===== config.mk =====
export PLATFORM = sky130hd
export DESIGN_NAME = control_sequencer
export DESIGN_NICKNAME = d
export VERILOG_FILES = /design/src/rtl/cpu_ctrl_pkg.sv /design/src/rtl/op_decoder.sv /design/src/rtl/control_sequencer.sv
export SDC_FILE = /design/constraint.sdc
export NUM_CORES = 1
export LEC_CHECK = 0
export CAP_MARGIN = 20
export CORE_MARGIN = 2
export CORE_UTILIZATION = 45
export DETAILED_ROUTE_END_ITERATION = 10
export GPL_TIMING_DRIVEN = 0
export PLACE_DENSITY = 0.75
export SKIP_CTS_REPAIR_TIMING = 1
export SYNTH_ARGS = -nofsm -noshare
export SYNTH_HDL_FRONTEND = slang
export SYNTH_SLANG_ARGS = --single-unit

===== constraint.sdc =====
create_clock -name clk -period 2.31 [get_ports clk]
set_input_delay 0.462 -clock clk [delete_from_list [all_inputs] [get_ports clk]]
set_output_delay 0.462 -clock clk [all_outputs]
set_load 0.1 [all_outputs]

===== src/rtl/cpu_ctrl_pkg.sv =====
// Shared definitions for the CPU control unit: opcode map, one-hot state
// encoding and the decoded instruction flag bundle.
package cpu_ctrl_pkg;

    localparam int OPC_W = 4;

    localparam logic [OPC_W-1:0] OP_STA = 4'h0;
    localparam logic [OPC_W-1:0] OP_JMP = 4'h1;
    localparam logic [OPC_W-1:0] OP_STP = 4'h2;
    localparam logic [OPC_W-1:0] OP_LDA = 4'h3;
    localparam logic [OPC_W-1:0] OP_JMS = 4'h4;
    localparam logic [OPC_W-1:0] OP_BBL = 4'h5;
    localparam logic [OPC_W-1:0] OP_JEQ = 4'h6;
    localparam logic [OPC_W-1:0] OP_JMC = 4'h7;
    localparam logic [OPC_W-1:0] OP_MUL = 4'hD;
    localparam logic [OPC_W-1:0] OP_LDR = 4'hE;

    localparam int FETCH_BIT = 0;
    localparam int EXEC1_BIT = 1;
    localparam int EXEC2_BIT = 2;
    localparam int EXEC3_BIT = 3;
    localparam int HALT_BIT  = 4;
    localparam int FAULT_BIT = 5;

    typedef enum logic [5:0] {
        S_FETCH = 6'b000001,
        S_EXEC1 = 6'b000010,
        S_EXEC2 = 6'b000100,
        S_EXEC3 = 6'b001000,
        S_HALT  = 6'b010000,
        S_FAULT = 6'b100000
    } state_t;

    typedef struct packed {
        logic sta;
        logic jmp;
        logic stp;
        logic lda;
        logic jms;
        logic bbl;
        logic jeq;
        logic jmc;
        logic mul;
        logic ldr;
    } instr_t;

endpackage


===== src/rtl/op_decoder.sv =====
// Combinational opcode decoder: the top four instruction bits select one flag;
// unknown opcodes decode to all-zero flags (NOP).
module op_decoder
    import cpu_ctrl_pkg::*;
#(
    parameter int OPW = 4
) (
    input  logic [OPW-1:0] inst,
    output instr_t         flags
);

    logic [OPC_W-1:0] opcode;

    assign opcode = inst[OPW-1:OPW-OPC_W];

    always_comb begin
        flags = '0;
        case (opcode)
            OP_STA:  flags.sta = 1'b1;
            OP_JMP:  flags.jmp = 1'b1;
            OP_STP:  flags.stp = 1'b1;
            OP_LDA:  flags.lda = 1'b1;
            OP_JMS:  flags.jms = 1'b1;
            OP_BBL:  flags.bbl = 1'b1;
            OP_JEQ:  flags.jeq = 1'b1;
            OP_JMC:  flags.jmc = 1'b1;
            OP_MUL:  flags.mul = 1'b1;
            OP_LDR:  flags.ldr = 1'b1;
            default: flags = '0;
        endcase
    end

endmodule


===== src/rtl/control_sequencer.sv =====
// CPU control unit: one-hot instruction sequencer with return-stack depth
// tracking, multiplier handshake with timeout, STP halt and sticky fault.
module control_sequencer
    import cpu_ctrl_pkg::*;
#(
    parameter int OPW         = 4,
    parameter int STACK_DEPTH = 4,
    parameter int MUL_TIMEOUT = 15
) (
    input  logic                               clk,
    input  logic                               reset,
    input  logic                               run,
    input  logic [OPW-1:0]                     inst,
    input  logic                               eq,
    input  logic                               carry,
    input  logic                               mul_done,
    output logic [5:0]                         state,
    output logic [1:0]                         jump_mux,
    output logic                               WrEn,
    output logic                               pc_load,
    output logic                               pc_inc,
    output logic                               acc_load,
    output logic                               e,
    output logic                               m,
    output logic                               push,
    output logic                               pop,
    output logic                               data_mux,
    output logic                               load_mux,
    output logic                               mul_start,
    output logic [$clog2(STACK_DEPTH+1)-1:0]   sp,
    output logic                               fault
);

    localparam int SPW = $clog2(STACK_DEPTH + 1);
    localparam int TW  = $clog2(MUL_TIMEOUT + 1);

    state_t         state_q;
    state_t         state_d;
    logic [SPW-1:0] sp_q;
    logic [TW-1:0]  timer_q;
    instr_t         ins;
    logic           stack_room;
    logic           stack_any;

    op_decoder #(.OPW(OPW)) u_dec (
        .inst  (inst),
        .flags (ins)
    );

    assign e          = ins.lda | ins.ldr | ins.mul;
    assign m          = ins.mul;
    assign data_mux   = ins.ldr;
    assign load_mux   = ins.bbl;
    assign jump_mux   = {ins.jmc, ins.bbl};
    assign stack_room = sp_q < SPW'(STACK_DEPTH);
    assign stack_any  = sp_q != '0;
    assign state      = state_q;
    assign sp         = sp_q;
    assign fault      = state_q[FAULT_BIT];

    // Timer holds the number of EXEC2 cycles already spent waiting on the multiplier.
    always_ff @(posedge clk) begin
        if (reset) begin
            state_q <= S_FETCH;
            sp_q    <= '0;
            timer_q <= '0;
        end else begin
            state_q <= state_d;
            if (push)
                sp_q <= sp_q + SPW'(1);
            else if (pop)
                sp_q <= sp_q - SPW'(1);
            if (state_q == S_EXEC2 && state_d == S_EXEC2)
                timer_q <= timer_q + TW'(1);
            else
                timer_q <= '0;
        end
    end

    always_comb begin
        state_d   = state_q;
        WrEn      = 1'b0;
        pc_load   = 1'b0;
        pc_inc    = 1'b0;
        acc_load  = 1'b0;
        push      = 1'b0;
        pop       = 1'b0;
        mul_start = 1'b0;
        case (state_q)
            S_FETCH: begin
                pc_inc  = 1'b1;
                state_d = S_EXEC1;
            end
            S_EXEC1: begin
                WrEn = ins.sta;
                if (ins.stp)
                    state_d = S_HALT;
                else if ((ins.jms && !stack_room) || (ins.bbl && !stack_any))
                    state_d = S_FAULT;
                else if (e)
                    state_d = S_EXEC2;
                else begin
                    pc_load = ins.jmp | ins.jms | ins.bbl | (ins.jeq & ~eq) | (ins.jmc & carry);
                    push    = ins.jms;
                    pop     = ins.bbl;
                    pc_inc  = ~pc_load;
                    state_d = S_FETCH;
                end
            end
            S_EXEC2: begin
                // A completion on the last allowed cycle still beats the timeout.
                if (ins.mul) begin
                    mul_start = (timer_q == '0);
                    if (mul_done)
                        state_d = S_EXEC3;
                    else if (timer_q == TW'(MUL_TIMEOUT - 1))
                        state_d = S_FAULT;
                end else begin
                    acc_load = ins.lda | ins.ldr;
                    pc_inc   = 1'b1;
                    state_d  = S_FETCH;
                end
            end
            S_EXEC3: begin
                pc_inc  = 1'b1;
                state_d = S_FETCH;
            end
            S_HALT: begin
                if (run)
                    state_d = S_FETCH;
            end
            S_FAULT: state_d = S_FAULT;
            default: state_d = S_FETCH;
        endcase
    end

endmodule


* Word level (Yosys, flattened, before mapping) *
Cells that the tools add are included.

word-level totals
  register bits = 13
  input port bits = 10
  logic and storage cells = 89

operators by class
  $add $sub $neg = 3
  order comparisons = 1
  equal/unequal tests = 17
  mux-type cells = 42
  bitwise operators = 11
  reductions and logical operators = 12

operator list
  cell                                               count
  two-way mux 6 bit                                  6
  two-way mux 1 bit                                  31
  case mux 6 bit (5 select lines)                    1
  == test 4 x 3 -> 1 bit, second input constant      4
  == test 4 bit, second input constant               3
  == test 6 x 3 -> 1 bit, second input constant      2
  two-way mux 3 bit                                  3
  == test 4 x 2 -> 1 bit, second input constant      2
  zero test 4 bit                                    2
  == test 6 x 1 -> 1 bit, second input constant      1
  == test 6 x 2 -> 1 bit, second input constant      1
  == test 6 x 4 -> 1 bit, second input constant      1
  == test 6 x 5 -> 1 bit, second input constant      1
  == test 6 bit, second input constant               1
  OR 1 bit                                           6
  adder 4 x 1 -> 4 bit, second input constant        1
  == test 4 x 1 -> 1 bit, second input constant      1
  OR reduction 2 bit                                 2
  adder 3 x 1 -> 3 bit, second input constant        1
  logical AND 1 bit                                  3
  less-than comparator 3 bit, second input constant  1
  NOT 1 bit                                          3
  case mux 1 bit (3 select lines)                    1
  nonzero test 3 bit                                 1
  other kinds (5)                                    7

* Depth between registers and ports, before layout *
Gate-level depths: netlist of run 1.

  depth after elaboration = 12
  gate-level depth with buffers = 7

* Cells and area by module *
From an unflattened synthesis of run 1, not the netlist that was laid out.

second synthesis, totals
  cell total of the unflattened synthesis = 123
  area, all modules = 1068.5 sq um

by module, submodules not included
  module             times used  cells each  area each (sq um)
  control_sequencer  1           109         864.6
  op_decoder         1           14          203.9

* Worst setup path after synthesis of run 1 *
Ideal clock, no wire load.

  path type = reg-to-output
  start = register state_q[2] (netlist: state[2])
  end = output port mul_start
  arrival = 4.677 ns
  data required time = 1.848 ns
  path slack = -2.829 ns
  cell stages (with the launch flop) = 4
  buffers on the path = 0
  cell sequence = dfxtp_1 nor2b_4 nand4_1 nor4b_1

on the way
  longest elaborated chain between the ends = 2

ends and longest elaborated chain
  what                      line                     text
  start: declaration        control_sequencer.sv:37  state_t state_q;
  start signal: assignment  control_sequencer.sv:68  state_q <= state_d;
  == test 6 x 3 -> 1 bit    control_sequencer.sv:89  case (state_q)
  two-way mux 1 bit         control_sequencer.sv:89
  end: declaration          control_sequencer.sv:29  output logic mul_start,

No other way between the ends.

* Worst setup path after layout of run 1 *
  start = register state_q[3] (netlist: state[3])
  end = output port pc_inc

on the way
  longest elaborated chain between the ends = 3

ends and longest elaborated chain
  what                                                                     line                     text
  == test 6 x 1 -> 1 bit / == test 6 x 4 -> 1 bit (equally long branches)  control_sequencer.sv:89
  OR reduction 2 bit (no source line)                                      -
  case mux 1 bit (3 select lines) *                                        control_sequencer.sv:89
  end: declaration                                                         control_sequencer.sv:21  output logic pc_inc,

Mark *: on every way between the ends. The rest lies on a longest branch, timed or not.

==> run_results.csv, run 1 <==
group,metric,value,unit
timing,whs,0.496,ns
logic_synthesis,synth_fp_nets,133,
die,die_h,51.2,µm
pwr,seq_power_share,25.8,%
cells_and_area,final_util,73.0,%
drt,dr.first_iter.drc_count,20,
critical_path,crit_family,"simple AND/OR/NAND/NOR gates",
timing,rsz0062_at_grt,"true",
logic_synthesis,synthCells,119,
timing,finalSetupViolations,3,
pwr,p_comb_share,59.5,%
timing,period_share,105,%
cells_and_area,nets,174,
die,io_pins,33,
die,die_x,51.2,µm
die,num_rows,17,
placement,dp_hpwl,1900,µm
critical_path,cp-end-kind,"output port",
global_routing,grt_pass1_wl,4080,µm
logic_synthesis,seq_area_frac_synth,26.0,%
timing,drv_slew,0,
pwr,ir_worst_vdd,0.000588,V
pwr,switchingPower,0.500,mW
cells_and_area,diodes,0,
drt,viasPerCell,5.53,
die,start_util,46.6,%
min_path,hold_class,"reg -> reg",
critical_path,path_class,"reg -> out",
outcome,violations,"negative setup slack",
die,core-area,0.00215,mm²
run,max-cap-violations,0,
timing,fmax,414,MHz
timing,period_needed,2.41,ns
critical_path,worst-endpoint-required,1.85,ns
cells_and_area,final_layout_size_suffix_gt1_share,36.5,%
clocking,insertion_delay,0.29,ns
drt,vias,1034,
critical_path,rr_worst_depth,7,
outcome,status,"finished with violations",
cells_and_area,num-fill-cells,180,
critical_path,path_cells,"nor4b_4, and2_4, nand4_1, o31ai_4, buf_12",
drt,routedWlPerCell,13.5,µm
drt,antenna_left,0,
global_routing,antenna_found_initial,0,
pwr,p_leak,0.806,nW
critical_path,path_buf_inv,1,
critical_path,arrival,1.95,ns
critical_path,cp_max_fo,6,
min_path,holdPathStages,1,
logic_synthesis,avgSynthCellArea,8.41,µm²
placement,place_ws,-1.52,ns
pwr,switching_share,48.6,%
global_routing,grt_start_max_net_pins,11,
timing,setup_slack,-0.104,ns
timing,hold_viol,0,
critical_path,start_kind,"register",
clocking,clockBufferDepth,2,
clocking,cts.clk_slew.worst_paths,0.09,ns
critical_path,critPathMaxStageDelay,0.38,ns
critical_path,crit_slowest_cell,"dfxtp_4",
pwr,p_clk_share,14.7,%
global_routing,grt_pass1_vias,949,
placement,gp_congestion,0.825,
timing,worst_pin_slew,0.967,ns
die,design.die.area,0.00262,mm²
clocking,clock_sinks,13,
cells_and_area,syn_to_final_growth,56.7,%
logic_synthesis,synth_top_flop_cell,"dfxtp_1",
pwr,pwr_density_cell,656,mW/mm²
logic_synthesis,ys_seq_elements,13,
logic_synthesis,ys_async_sr_fraction,0,%
global_routing,overflow,0,
clocking,cts_tree,"built",
pwr,p_total,1.03,mW
logic_synthesis,yosysUniqueCellTypes,47,
logic_synthesis,syn_area,0.00100,mm²
logic_synthesis,yosysWarnings,0,
timing,skew,0.000868,ns
global_routing,grtUsageTotal,20.9,%
pwr,p_int,0.528,mW
drt,drc_errors,0,
clocking,cts_buffers,3,
logic_synthesis,synth_edf_count,0,
drt,drt_pass1_iterations,4,
clocking,htreeDepth,1,
drt,drt_wl_total,2520,µm
timing,slew_headroom,35.3,%
critical_path,cp_num_cells,5,
placement,io_buffers,30,
timing,tns,-0.238,ns
clocking,clock-root-buffer,"clkbuf_4",
cells in the final DEF, fill, tap and decap left out, drive strengths merged, types with 3 or more instances in the layout:
| cell type | count |
|---|---|
| buf | 18 |
| nand3 | 6 |
| o21ai | 4 |
| dfxtp | 13 |
| nand4b | 3 |
| nor4b | 3 |
| clkdlybuf4s50 | 8 |
| nor2 | 17 |
| ha | 3 |
| xnor2 | 3 |
| inv | 5 |
| dlymetal6s2s | 11 |
| nand2 | 5 |
| nor3 | 8 |
| nor2b | 4 |
| clkbuf | 9 |
cell families after synthesis:
| group | share of synthesized area [%] |
|---|---|
| mux | 1.00 |
| simple gates | 41.5 |
| buf+inv | 7.87 |
| xor+xnor | 4.38 |
| compound gates | 13.5 |
| fa+ha+maj | 5.75 |
| flops | 26.0 |
Yosys cell counts (3+ instances only):
cell	instances	share of area, %
xnor2_1	3	2.6
nor2_1	16	6.0
nand2_1	5	1.9
dfxtp_1	13	26
inv_1	6	2.2
nor3_1	8	4.0
o21ai_0	3	1.5
nand3_1	6	3.0
nor2b_1	3	1.9
nand4b_1	3	2.6
ha_1	3	3.8
buf_4	6	4.5
per-stage QoR:
stage          std cells  area (µm²)
2_1_floorplan        119        1110
3_3_place_gp         177        1450
3_5_place_dp         177        1450
4_1_cts              181        1480
5_1_grt              187        1570
6_report             187        1570
worst reg2reg max path, cell delays in order, from the launching register on:
cell	delay [ns]
dfxtp_4	0.38
nor4b_4	0.29
buf_4	0.16
nand4b_1	0.23
fa_1	0.50
mux2i_1	0.18
xnor2_1	0.13
nor2_1	0.05
power groups by stage:
stage | Combinational [mW] | Sequential [mW] | Clock (mW)
3_5_place_dp | 0.540 | 0.272 | 0
5_1_grt | 0.646 | 0.268 | 0.167
2_1_floorplan | 0.316 | 0.385 | 0
4_1_cts | 0.541 | 0.265 | 0.152
3_3_place_gp | 0.538 | 0.270 | 0
6_report | 0.612 | 0.265 | 0.152
state kept, by name, summed over array words and instances (netlist names):
name	count
state	6
timer_q	4
sp	3
metal layers:
metal	vias to the layer above	wire length, µm	global-route usage [%]
met5	-	0	0
met4	0	48	12.2
met3	4	131	2.92
met2	40	1350	37.2
met1	479	988	23.5
li1	511	-	-
final timing paths:
check              from          to  slack (ns)
max            state[3]      pc_inc       -0.10
min          timer_q[0]  timer_q[0]        0.50
max reg2reg    state[3]       sp[2]        0.27
min reg2reg  timer_q[0]  timer_q[0]        0.50
final cells by class:
| class | count | area (µm²) | area share [%] |
|---|---|---|---|
| repair buffers | 36 | 368 | 23.4 |
| clock inverters | 1 | 5.00 | 0.319 |
| inverters | 6 | 26.3 | 1.67 |
| clock buffers | 3 | 22.5 | 1.44 |
| flip-flops and latches | 13 | 282 | 17.9 |
| multi-input cells | 93 | 747 | 47.6 |
| well taps | 28 | 35.0 | 2.23 |
| plain buffers | 7 | 83.8 | 5.34 |
Power figures use the tool's default switching activity.
==> run 2, diff against run 1 <==
--- a/config.mk
+++ b/config.mk
@@ -9,7 +9,6 @@
 export CORE_MARGIN = 2
 export CORE_UTILIZATION = 45
 export DETAILED_ROUTE_END_ITERATION = 10
-export GPL_TIMING_DRIVEN = 0
 export PLACE_DENSITY = 0.75
 export SKIP_CTS_REPAIR_TIMING = 1
 export SYNTH_ARGS = -nofsm -noshare
==> run_results.csv, run 2 (same netlist as run 1, synthesis figures left out) <==
group,metric,value,unit
outcome,status,"complete, no violations",
drt,vias,1131,
timing,fmax,433,MHz
drt,drt_pass1_iterations,4,
critical_path,path_class,"reg -> out",
clocking,cts_buffers,3,
drt,viasPerCell,5.49,
critical_path,rr_worst_depth,8,
critical_path,r2r_start,"state[5]",
timing,skew,0.00131,ns
cells_and_area,final_layout_size_suffix_gt1_share,49.4,%
placement,dp_hpwl,2290,µm
global_routing,grt_start_max_net_pins,12,
pwr,pwr_density_cell,600,mW/mm²
cells_and_area,nets,193,
critical_path,arrival,1.85,ns
clocking,htreeDepth,1,
drt,routedWlPerCell,15.1,µm
global_routing,grt_pass1_vias,1097,
global_routing,grt_pass1_wl,4730,µm
clocking,cts.clk_slew.worst_paths,0.09,ns
timing,finalSetupViolations,0,
die,num_rows,17,
die,design.die.area,0.00262,mm²
cells_and_area,final_util,82.2,%
cells_and_area,syn_to_final_growth,76.4,%
pwr,p_leak,0.765,nW
critical_path,cp-startpoint,"state[5]",
timing,hold_viol,0,
placement,io_buffers,32,
cells_and_area,diodes,0,
clocking,insertion_delay,0.29,ns
timing,period_share,99.9,%
drt,drc_errors,0,
drt,dr.first_iter.drc_count,33,
pwr,p_total,1.06,mW
die,die_h,51.2,µm
critical_path,r2r-end,"sp[2]",
clocking,clockBufferDepth,2,
die,io_pins,33,
die,start_util,46.6,%
cells_and_area,num-fill-cells,134,
placement,place_area,0.00169,mm²
pwr,ir_worst_vdd,0.000686,V
critical_path,worst-endpoint-required,1.85,ns
timing,drv_slew,0,
cells_and_area,stdcell_area,0.00177,mm²
timing,rsz0062_at_grt,"true",
global_routing,overflow,0,
timing,period_needed,2.31,ns
min_path,hold_class,"reg -> reg",
critical_path,cp-end-kind,"output port",
critical_path,start_kind,"register",
timing,worst_pin_slew,0.466,ns
min_path,holdPathStages,2,
drt,drt_wl_total,3100,µm
global_routing,grtUsageTotal,23.8,%
cells_and_area,final_cell_mix,"buf_4 (39), nor2_1 (14), buf_12 (13)",
die,die_x,51.2,µm
timing,slew_headroom,68.1,%
clocking,cts_tree,"built",
run,max-cap-violations,0,
clocking,clock_sinks,13,
critical_path,rrSetupSlack,0.19,ns
drt,antenna_left,0,
critical_path,cp-endpoint,"pc_inc",
critical_path,cp_max_fo,6,
timing,tns,0,ns
placement,gp_congestion,0.872,
cells_and_area,largest_reg_flops,6,
global_routing,antenna_found_initial,0,
cells_and_area,final_common_cell,"buf_4",
die,core-area,0.00215,mm²
clocking,clock-root-buffer,"clkbuf_4",
==> run 2: cell types whose count changed in the layout (fill, tap and decap cells not counted), sizes merged <==
cell           previous run  this run
clkdlybuf4s50             8         5
clkbuf                    9         4
dlymetal6s2s             11         3
buf                      18        53
==> run 2: per-stage QoR <==
step / setup WS [ns] / hold slack, ns / cells
finish: 0.00170 / 0.505 / 206
global route: -0.0494 / 0.525 / 206
CTS: -0.476 / 0.511 / 202
detailed placement: -0.469 / 0.498 / 198
global placement: -0.407 / 0.467 / 198
floorplan: -0.533 / 0.455 / 119
==> run 2: final cells by class <==
class	instances	area, µm²	share of cell area, %
Inverter	6	26.3	1.49
Clock buffer	3	22.5	1.28
Multi-Input combinational cell	93	741	42.0
Clock inverter	1	5.00	0.283
Sequential cell	13	279	15.8
Timing Repair Buffer	62	657	37.2
Tap cell	28	35.0	1.98
==> run 2: critical path, stage by stage (launching register included) <==
cell     delay [ns]
dfxtp_4        0.38
nor4b_4        0.32
and2_4         0.19
nand4_1        0.10
buf_6          0.15
o31ai_4        0.20
buf_12         0.21
==> run 2: worst min path at each step <==
stage	from	to	slack, ns
finish	sp[1]	sp[1]	0.51
detailed placement	sp[1]	sp[1]	0.50
global placement	timer_q[0]	timer_q[0]	0.47
global route	sp[1]	sp[1]	0.53
CTS	sp[1]	sp[1]	0.51
floorplan	timer_q[0]	timer_q[0]	0.45
==> run 2: power breakdown <==
group | total [mW] | switching, mW | internal, mW | leakage, nW
sequential | 0.286 | 0.0376 | 0.249 | 0.110
combinational | 0.622 | 0.385 | 0.238 | 0.638
clock | 0.151 | 0.0864 | 0.0644 | 0.0177
==> run 2: layer usage <==
| layer | track usage, % | up-vias | wire length [µm] |
|---|---|---|---|
| li1 | - | 547 | - |
| met1 | 26.5 | 544 | 1230 |
| met2 | 43.3 | 36 | 1680 |
| met3 | 2.63 | 4 | 139 |
| met4 | 13.5 | 0 | 52 |
| met5 | 0 | - | 0 |
